**config.mk**
```make
export PLATFORM = sky130hd
export DESIGN_NAME = motor_sequenciador_flat
export DESIGN_NICKNAME = d
export VERILOG_FILES = /design/src/rtl/motor_sequenciador_if.sv /design/src/rtl/motor_sequenciador.sv /design/src/flat_wrapper.sv
export SDC_FILE = /design/constraint.sdc
export NUM_CORES = 1
export LEC_CHECK = 0
export CAP_MARGIN = 20
export CORE_MARGIN = 5
export CORE_UTILIZATION = 38
export DETAILED_ROUTE_END_ITERATION = 12
export SLEW_MARGIN = 20
export SYNTH_ARGS = -nofsm -noshare
export SYNTH_HDL_FRONTEND = slang
export SYNTH_SLANG_ARGS = --single-unit
```
**constraint.sdc**
```tcl
create_clock -name clk -period 4.5 [get_ports clk]
set_input_delay 0.675 -clock clk [delete_from_list [all_inputs] [get_ports clk]]
set_output_delay 0.675 -clock clk [all_outputs]
set_load 0.02 [all_outputs]
```
**src/rtl/motor_sequenciador_if.sv**
```systemverilog
// Bundle of the engine controller's command inputs and status outputs.
// master drives partida/desligar/acelerador; slave is the controller.
interface motor_sequenciador_if;
    logic        partida;
    logic        desligar;
    logic [7:0]  acelerador;
    logic [1:0]  estado_motor;
    logic        pronto;
    logic [3:0]  estado_cilindro1;
    logic [3:0]  estado_cilindro2;
    logic        ignicao1;
    logic        ignicao2;
    logic [12:0] rpm;
    logic [12:0] rpm_alvo;

    modport master (
        output partida,
        output desligar,
        output acelerador,
        input  estado_motor,
        input  pronto,
        input  estado_cilindro1,
        input  estado_cilindro2,
        input  ignicao1,
        input  ignicao2,
        input  rpm,
        input  rpm_alvo
    );

    modport slave (
        input  partida,
        input  desligar,
        input  acelerador,
        output estado_motor,
        output pronto,
        output estado_cilindro1,
        output estado_cilindro2,
        output ignicao1,
        output ignicao2,
        output rpm,
        output rpm_alvo
    );
endinterface

```
**src/rtl/motor_sequenciador.sv**
```systemverilog
// Two-cylinder 4-stroke engine controller: run-phase FSM, RPM ramp,
// phase-accumulator stroke sequencing and ignition with rev limiter.
// Ports: clk, reset (async, active low), bus (motor_sequenciador_if.slave).
module motor_sequenciador #(
    parameter int unsigned RPM_MAX          = 8000,
    parameter int unsigned RPM_PARTIDA      = 800,
    parameter int unsigned RPM_MARCHA_LENTA = 1000,
    parameter int unsigned GANHO_ACEL       = 28,
    parameter int unsigned RPM_LIMITE       = 7800,
    parameter int unsigned RAMPA_DIV        = 4,
    parameter int unsigned PASSO_FASE       = 20000
) (
    input  logic                 clk,
    input  logic                 reset,
    motor_sequenciador_if.slave  bus
);

    typedef enum logic [1:0] {
        PARADO      = 2'b00,
        PARTIDA     = 2'b01,
        FUNCIONANDO = 2'b10,
        DESLIGANDO  = 2'b11
    } estado_t;

    localparam logic [3:0] T_ADMISSAO   = 4'b1000;
    localparam logic [3:0] T_COMPRESSAO = 4'b0100;
    localparam logic [3:0] T_IGNICAO    = 4'b0010;
    localparam logic [3:0] T_EXAUSTAO   = 4'b0001;

    localparam int CW = (RAMPA_DIV > 1) ? $clog2(RAMPA_DIV) : 1;

    localparam logic [12:0] RPM_PARTIDA_W = 13'(RPM_PARTIDA);
    localparam logic [12:0] RPM_LIMITE_W  = 13'(RPM_LIMITE);
    localparam logic [12:0] RPM_MAX_W     = 13'(RPM_MAX);
    localparam logic [14:0] RPM_MAX_15    = 15'(RPM_MAX);
    localparam logic [14:0] LENTA_15      = 15'(RPM_MARCHA_LENTA);
    localparam logic [14:0] GANHO_15      = 15'(GANHO_ACEL);
    localparam logic [16:0] PASSO_17      = 17'(PASSO_FASE);
    localparam logic [CW-1:0] CNT_FIM     = CW'(RAMPA_DIV - 1);

    estado_t     estado_q, estado_d;
    logic        pronto_q, pronto_d;
    logic [3:0]  cil1_q, cil1_d;
    logic [3:0]  cil2_q, cil2_d;
    logic        ign1_q, ign1_d;
    logic        ign2_q, ign2_d;
    logic [12:0] rpm_q, rpm_d;
    logic [12:0] alvo_q, alvo_d;
    logic [15:0] acc_q, acc_d;
    logic [CW-1:0] cnt_q, cnt_d;

    logic [14:0] alvo_acel;
    logic [16:0] soma;
    logic        rampa_passo;
    logic        avanca;
    logic        ign_ok;
    logic [3:0]  cil1_prox;
    logic [3:0]  cil2_prox;

    // Illegal codes restart the cycle at ADMISSAO.
    function automatic logic [3:0] prox_tempo(input logic [3:0] t);
        logic [3:0] r;
        case (t)
            T_ADMISSAO:   r = T_COMPRESSAO;
            T_COMPRESSAO: r = T_IGNICAO;
            T_IGNICAO:    r = T_EXAUSTAO;
            T_EXAUSTAO:   r = T_ADMISSAO;
            default:      r = T_ADMISSAO;
        endcase
        return r;
    endfunction

    always_comb begin
        estado_d = estado_q;
        unique case (estado_q)
            PARADO: begin
                if (bus.partida && !bus.desligar) estado_d = PARTIDA;
            end
            PARTIDA: begin
                if (bus.desligar)               estado_d = DESLIGANDO;
                else if (rpm_q == RPM_PARTIDA_W) estado_d = FUNCIONANDO;
            end
            FUNCIONANDO: begin
                if (bus.desligar) estado_d = DESLIGANDO;
            end
            DESLIGANDO: begin
                if (rpm_q == '0) estado_d = PARADO;
            end
        endcase
    end

    assign pronto_d = (estado_d == FUNCIONANDO);

    // Throttle target in 15 bits so 1000 + 255*28 cannot wrap before saturation.
    assign alvo_acel = LENTA_15 + 15'(bus.acelerador) * GANHO_15;

    always_comb begin
        alvo_d = '0;
        unique case (estado_q)
            PARADO:      alvo_d = '0;
            PARTIDA:     alvo_d = RPM_PARTIDA_W;
            FUNCIONANDO: alvo_d = (alvo_acel > RPM_MAX_15) ? RPM_MAX_W
                                                           : alvo_acel[12:0];
            DESLIGANDO:  alvo_d = '0;
        endcase
    end

    // Free-running divider; rpm only moves on its wrap.
    assign rampa_passo = (cnt_q == CNT_FIM);
    assign cnt_d = rampa_passo ? '0 : cnt_q + 1'b1;

    always_comb begin
        rpm_d = rpm_q;
        if (rampa_passo) begin
            if (rpm_q < alvo_q)      rpm_d = rpm_q + 13'd1;
            else if (rpm_q > alvo_q) rpm_d = rpm_q - 13'd1;
        end
    end

    // acc stays below PASSO_FASE and rpm < PASSO_FASE, so one
    // subtraction per cycle is always enough; rpm==0 never advances.
    assign soma   = {1'b0, acc_q} + 17'(rpm_q);
    assign avanca = (estado_q != PARADO) && (soma >= PASSO_17);

    always_comb begin
        if (estado_q == PARADO) acc_d = '0;
        else if (avanca)        acc_d = 16'(soma - PASSO_17);
        else                    acc_d = soma[15:0];
    end

    assign cil1_prox = prox_tempo(cil1_q);
    assign cil2_prox = prox_tempo(cil2_q);
    assign cil1_d    = avanca ? cil1_prox : cil1_q;
    assign cil2_d    = avanca ? cil2_prox : cil2_q;

    // Spark only while cranking/running and under the rev limit.
    assign ign_ok = ((estado_q == PARTIDA) || (estado_q == FUNCIONANDO))
                 && (rpm_q < RPM_LIMITE_W);
    assign ign1_d = avanca && ign_ok && (cil1_prox == T_IGNICAO);
    assign ign2_d = avanca && ign_ok && (cil2_prox == T_IGNICAO);

    always_ff @(posedge clk or negedge reset) begin
        if (!reset) begin
            estado_q <= PARADO;
            pronto_q <= 1'b0;
            cil1_q   <= T_ADMISSAO;
            cil2_q   <= T_IGNICAO;
            ign1_q   <= 1'b0;
            ign2_q   <= 1'b0;
            rpm_q    <= '0;
            alvo_q   <= '0;
            acc_q    <= '0;
            cnt_q    <= '0;
        end else begin
            estado_q <= estado_d;
            pronto_q <= pronto_d;
            cil1_q   <= cil1_d;
            cil2_q   <= cil2_d;
            ign1_q   <= ign1_d;
            ign2_q   <= ign2_d;
            rpm_q    <= rpm_d;
            alvo_q   <= alvo_d;
            acc_q    <= acc_d;
            cnt_q    <= cnt_d;
        end
    end

    assign bus.estado_motor     = estado_q;
    assign bus.pronto           = pronto_q;
    assign bus.estado_cilindro1 = cil1_q;
    assign bus.estado_cilindro2 = cil2_q;
    assign bus.ignicao1         = ign1_q;
    assign bus.ignicao2         = ign2_q;
    assign bus.rpm              = rpm_q;
    assign bus.rpm_alvo         = alvo_q;

endmodule

```
**src/flat_wrapper.sv**
```systemverilog
// flat-port wrapper written by rule: the top's interface ports become plain ports
module motor_sequenciador_flat 
#(
    parameter int unsigned RPM_MAX          = 8000,
    parameter int unsigned RPM_PARTIDA      = 800,
    parameter int unsigned RPM_MARCHA_LENTA = 1000,
    parameter int unsigned GANHO_ACEL       = 28,
    parameter int unsigned RPM_LIMITE       = 7800,
    parameter int unsigned RAMPA_DIV        = 4,
    parameter int unsigned PASSO_FASE       = 20000
)
  (clk, reset, bus_partida, bus_desligar, bus_acelerador, bus_estado_motor, bus_pronto, bus_estado_cilindro1, bus_estado_cilindro2, bus_ignicao1, bus_ignicao2, bus_rpm, bus_rpm_alvo);
  motor_sequenciador_if bus_i ();
  input  logic clk;
  input  logic reset;
  input wire logic [$bits(bus_i.partida)-1:0] bus_partida;
  input wire logic [$bits(bus_i.desligar)-1:0] bus_desligar;
  input wire logic [$bits(bus_i.acelerador)-1:0] bus_acelerador;
  output wire logic [$bits(bus_i.estado_motor)-1:0] bus_estado_motor;
  output wire logic [$bits(bus_i.pronto)-1:0] bus_pronto;
  output wire logic [$bits(bus_i.estado_cilindro1)-1:0] bus_estado_cilindro1;
  output wire logic [$bits(bus_i.estado_cilindro2)-1:0] bus_estado_cilindro2;
  output wire logic [$bits(bus_i.ignicao1)-1:0] bus_ignicao1;
  output wire logic [$bits(bus_i.ignicao2)-1:0] bus_ignicao2;
  output wire logic [$bits(bus_i.rpm)-1:0] bus_rpm;
  output wire logic [$bits(bus_i.rpm_alvo)-1:0] bus_rpm_alvo;
  assign bus_i.partida = bus_partida;
  assign bus_i.desligar = bus_desligar;
  assign bus_i.acelerador = bus_acelerador;
  assign bus_estado_motor = bus_i.estado_motor;
  assign bus_pronto = bus_i.pronto;
  assign bus_estado_cilindro1 = bus_i.estado_cilindro1;
  assign bus_estado_cilindro2 = bus_i.estado_cilindro2;
  assign bus_ignicao1 = bus_i.ignicao1;
  assign bus_ignicao2 = bus_i.ignicao2;
  assign bus_rpm = bus_i.rpm;
  assign bus_rpm_alvo = bus_i.rpm_alvo;
  motor_sequenciador #(.RPM_MAX(RPM_MAX), .RPM_PARTIDA(RPM_PARTIDA), .RPM_MARCHA_LENTA(RPM_MARCHA_LENTA), .GANHO_ACEL(GANHO_ACEL), .RPM_LIMITE(RPM_LIMITE), .RAMPA_DIV(RAMPA_DIV), .PASSO_FASE(PASSO_FASE)) u_core (.clk(clk), .reset(reset), .bus(bus_i));
endmodule
```
======== Yosys cells after proc, flatten, opt, wreduce, memory -nomap -nowiden ========
Index checks and enable logic that the tools add are counted.
Widths: inputs -> output; s select.
storage, ports and cells
  output and inout port bits .............. 39
  bits in registers ....................... 57
  input port bits ......................... 12
  word-level logic and storage cells ...... 65
cells by class
  mux-type cells .......................... 15
  reduce and logical (&&, ||, !) cells .... 14
  equality and inequality tests ........... 14
  $mul .................................... 1
  order comparisons ....................... 5
  $add $sub $neg .......................... 6
operators with widths
  operator                number
  $mux 13                 3
  $pmux 13 s3             1
  $mux 16                 2
  $pmux 4 s3              2
  $add 16x13->17          1
  $ge 17x15->1 const B    1
  $eq 4x2->1 const B      4
  $sub 16x15->16 const B  1
  $gt 15x13->1 const B    1
  $add 10x13->14 const A  1
  $add 13x1->13 const B   1
  $eq 13x10->1 const B    1
  $gt 13x13->1            1
  $logic_not 13->1        1
  $lt 13x13->1            1
  $lt 13x13->1 const B    1
  $sub 13x1->13 const B   1
  $mux 2                  6
  $mul 8x3->11 const B    1
  $eq 2x2->1 const B      4
  $eq 4x3->1 const B      2
  $eq 4x4->1 const B      2
  $pmux 2 s4              1
  $logic_and 1x1->1       6
  other kinds (8)         9

======== Depth between registers and ports, before layout ========
  word-level depth ........................ 5
  gate-level depth with buffers ........... 16
  depth with buffers taken out ............ 16

======== Worst setup path before layout ========
OpenSTA, ideal clock, no wires.
  kind .................................... flip-flop to flip-flop
  from .................................... reg u_core.rpm_q[3] (netlist: u_core.bus.rpm[3])
  to ...................................... reg u_core.rpm_q[12] (netlist: u_core.bus.rpm[12])
  buffers on the path ..................... 0
  setup slack ............................. 587 ps
  stages on the path, launching flop included .. 16
  setup time .............................. 135 ps
  arrival time ............................ 3,778 ps
  required time ........................... 4,365 ps
  period minus slack after synthesis ...... 3,913 ps
  cell sequence ........................... dfrtp_1 ha_1 nor2b_1 o21a_1 o21ai_0 a211oi_1 o22a_1 fa_1 a21o_1 a21o_1 a2111oi_0 o31ai_1 o41ai_1 xor2_1 nor2_1 xor2_1
on the way
  longest elaborated chain between the ends .. 3
  elaborated cells between the ends (all ways) .. 8
  classes of those cells .................. add/sub: 2; order compare: 2; mux: 2; reduce/logical: 2
ends and longest elaborated chain
  what                                          RTL line                   text
  start: declaration                            motor_sequenciador.sv:47   logic [12:0] rpm_q, rpm_d;
  start signal: assignment                      motor_sequenciador.sv:161  rpm_q <= rpm_d;
  $sub 13x1->13 (tied with other cells)         motor_sequenciador.sv:116  else if (rpm_q > alvo_q) rpm_d = rpm_q - 13'd1;
  $mux 13 or $reduce_bool 2->1 (tied branches)  --
  $mux 13 or $reduce_and 2->1 (tied branches)   --
Parallel ways exist; a longest one is shown, timed or not. The select of a mux whose other input is x is not followed.
A chain may end at the register's enable or synchronous reset.

======== Worst setup path after layout ========
  from .................................... reg u_core.rpm_q[0] (netlist: u_core.bus.rpm[0])
  to ...................................... reg u_core.acc_q[11]
on the way
  longest elaborated chain between the ends .. 5
  elaborated cells between the ends (all ways) .. 6
  classes of those cells .................. add/sub: 2; order compare: 1; mux: 2; reduce/logical: 1
ends and longest elaborated chain
  what                    RTL line                   text
  $add 16x13->17 (*)      motor_sequenciador.sv:122  assign soma = {1'b0, acc_q} + 17'(rpm_q);
  $ge 17x15->1            motor_sequenciador.sv:123  assign avanca = (estado_q != PARADO) && (soma >= PASSO_17);
  $logic_and 1x1->1       motor_sequenciador.sv:123
  $mux 16 (*)             motor_sequenciador.sv:127  else if (avanca) acc_d = 16'(soma - PASSO_17);
  $mux 16 (*)             motor_sequenciador.sv:126  if (estado_q == PARADO) acc_d = '0;
  net u_core.acc_d[11]    motor_sequenciador.sv:49   logic [15:0] acc_q, acc_d;
  end signal: assignment  motor_sequenciador.sv:152  acc_q <= '0;
  end signal: assignment  motor_sequenciador.sv:163  acc_q <= acc_d;
  end: declaration        motor_sequenciador.sv:49
The timed path passes the listed nets; every way through them passes the cells marked *.

==> metrics.md <==
| Metric | Value |
|---|---|
| Outcome | complete, no violations |
| Core area | roughly 13000 um2 |
| Post-synth EDFFs | 0 |
| Proportion of layout cells with a drive suffix above 1 | under 10% |
| Place WS | a little over 0.4 ns |
| Setup-failing EPs final | 0 |
| Vias | approximately 4100 |
| Critical Path Start Type | register |
| Async SR Flop Fraction | 100.0% |
| Row cnt | around 40 |
| Chip width | 123.7 um |
| Sequential area share after synthesis | ~28% |
| GRT Total Usage | 16.71% |
| Vias per cell | between 5 and 6 |
| Number of synthesized register bits | 55 |
| Total CTS buffers | 5 |
| Post-CTS setup buffers | 0 |
| Ports | 51 |
| Synth top area share | a little over a quarter |
| Initial Utilization | about two fifths |
| Final min period | ~4 ns |
| Die H | 123.7 um |
| Worst hold slack | between 0.4 and 0.5 ns |
| Initial drt markers | roughly 160 |
| Number of global-route vias before repair | ~4000 |
| Post-DP HPWL | roughly 9400 um |
| Max_slew headroom | roughly 44% |
| Maximum fanout along the worst path | 14 |
| IO buf count | 48 |
| Hold-fix buffers, CTS | 0 |
| # diodes | 0 |
| Final setup margin | between 0.5 and 0.6 ns |
| CP endpoint kind | register |
| Crit path kind | register to register |
| Net count, final | between 600 and 700 |
| Routability cong. | 0.9030 |
| Drt pass-1 iters | 4 |
| H-tree lvl count | 2 |
| Crit path DAT | approximately 4.2 ns |
| CTS Root Cell | clkbuf_16 |
| Final Cycle Share | roughly nine tenths |
| Most frequent cells after synthesis | 53 x dfrtp_1, 53 x ha_1, 37 x inv_1, 35 x a21oi_1, 28 x nor2_1 |
| Final count of hold timing violations | 0 |
| Number of synthesis warnings | 0 |
| Largest net degree at the start of global routing | 56 |
| Clock Sinks | 55 |
| Worst skew pair latency | around 0.3 ns |
| Worst-margin pin slew | 0.8300 ns |
| Clock Tree Buf Depth | 2 |
| Avg Inst Size Synth | 9.334 um2 |
| First-pass GRT wire length | 20560 um |
| Post-Synthesis Cells | around 530 |
| Post-Syn Area | slightly below 5000 um2 |
| Layout area overhead | 17.69% |
| Final Util | between 40% and 50% |
| Post-DRT Antenna Nets | 0 |
| Initial antenna violation count | 0 |
| Yosys top cell by area | dfrtp_1 |
| GR Overflow Total | 0 |
| CTS clk-pin slew, worst paths | 0.08 ns |
| CTS resizes | 0 |
| Max-slew violation count | 0 |
| Final wirelength | 12150 um |
| RSZ-0062 raised after global routing | no |
| Synth unique cells | 80 |
| FMAX | ~250 MHz |
| DR DRC count | 0 |
| Wire per inst | 16.09 um |
| CTS tree | built |
| Setup TNS | 0 ns |
| Synth area leaders | dfrtp_1 27%, ha_1 14%, fa_1 4.1%, a21oi_1 3.6%, xor2_1 3.0% |
| Max-cap violations | 0 |
| WP data required | ~4.7 ns |
| Die area | ~15000 um2 |
| Worst hold path type | register to register |
| Worst clock skew | 0.007567 ns |
| Synth Flop Type | dfrtp_1 |
## area by class of cell
| type | instances | area, um2 |
|---|---|---|
| clock buffer | 5 | 125.1 |
| clock inverter | 3 | 22.52 |
| fill | 1249 | 6842 |
| inverter | 37 | 138.9 |
| multi-input combinational | 421 | 3317 |
| sequential | 55 | 1379 |
| tap | 172 | 215.2 |
| timing repair buffer | 62 | 580.6 |
## layout by cell type, fill, tap and decap left out, types with 5 or more instances in the layout
cell type | Yosys | final
a211o_1 | 6 | 6
a21o_1 | 15 | 15
a21oi_1 | 35 | 35
and2_1 | 6 | 6
and3_1 | 11 | 11
buf_4 | 2 | 14
clkbuf_16 | 0 | 5
clkdlybuf4s50_1 | 0 | 47
dfrtp_1 | 53 | 53
fa_1 | 10 | 10
ha_1 | 53 | 53
inv_1 | 37 | 37
nand2_1 | 25 | 25
nand2b_1 | 6 | 6
nand3_1 | 10 | 10
nor2_1 | 28 | 28
nor2b_1 | 13 | 13
nor3_1 | 20 | 20
nor3b_1 | 5 | 5
nor4b_1 | 7 | 7
o211ai_1 | 8 | 8
o21a_1 | 10 | 10
o21ai_0 | 27 | 27
xnor2_1 | 14 | 14
xor2_1 | 17 | 17
## routing by layer
layer,part of all wire (%),up-vias,wire length [um],track usage (%)
met4,1.3,0,154,3.945
met2,47,86,5742,27.98
met3,4.9,12,599,2.361
met5,0,-,0,0
met1,47,1928,5652,22.84
li1,-,2050,-,-
## cells by family (layout without fill, tap and decap cells)
logic type	after synthesis	in the layout	synth area share (%)
other	1	2	0.07638
adder cells (fa/ha/maj)	64	64	17.79
XOR/XNOR	31	31	5.530
AO/OA/AOI/OAI	155	155	23.06
buffers and inverters	51	107	4.434
multiplexers	11	11	2.752
flip-flops	55	55	28.08
AND/OR/NAND/NOR	158	158	18.27
## critical path, cell delays in order, from the launching register on
cell and delay [ns]:
dfrtp_1 0.39, ha_1 0.24, fa_1 0.42, a211oi_2 0.25, o21bai_1 0.14, a311oi_2 0.48
ha_1 0.31, nand4b_1 0.23, o2111ai_1 0.51, a21oi_2 0.30, o2111ai_1 0.27, mux2_1 0.35
## metrics by stage
stage          area [um2]  std cells
6_report             5778        755
5_1_grt              5778        755
4_1_cts              5778        755
3_5_place_dp         5630        747
3_3_place_gp         5630        747
2_1_floorplan        4913        527
## state kept, by name (all words and copies together) (netlist names)
signal and cells:
u_core.bus.ignicao1 1, u_core.bus.estado_motor 2, u_core.acc_q 16, u_core.bus.rpm_alvo 11
u_core.bus.ignicao2 1, u_core.bus.estado_cilindro1 4, u_core.bus.rpm 13, u_core.bus.pronto 1
u_core.bus.estado_cilindro2 4, u_core.cnt_q 2
## path summary, 6_finish.rpt
kind,from,to,slack (ns),depth (start not counted)
min reg2reg,u_core.cnt_q[0],u_core.cnt_q[0],0.44,1
max reg2reg,u_core.bus.rpm[0],u_core.acc_q[11],0.50,11
min,u_core.cnt_q[0],u_core.cnt_q[0],0.44,1
min in group asynchronous,reset,u_core.bus.rpm[4],0.51,2
max,u_core.bus.rpm[0],u_core.acc_q[11],0.50,11
max in group asynchronous,reset,u_core.bus.estado_motor[0],3.52,2
Power is not shown: default switching activity piles up to over one toggle a cycle in this logic, so the estimate is an artifact.
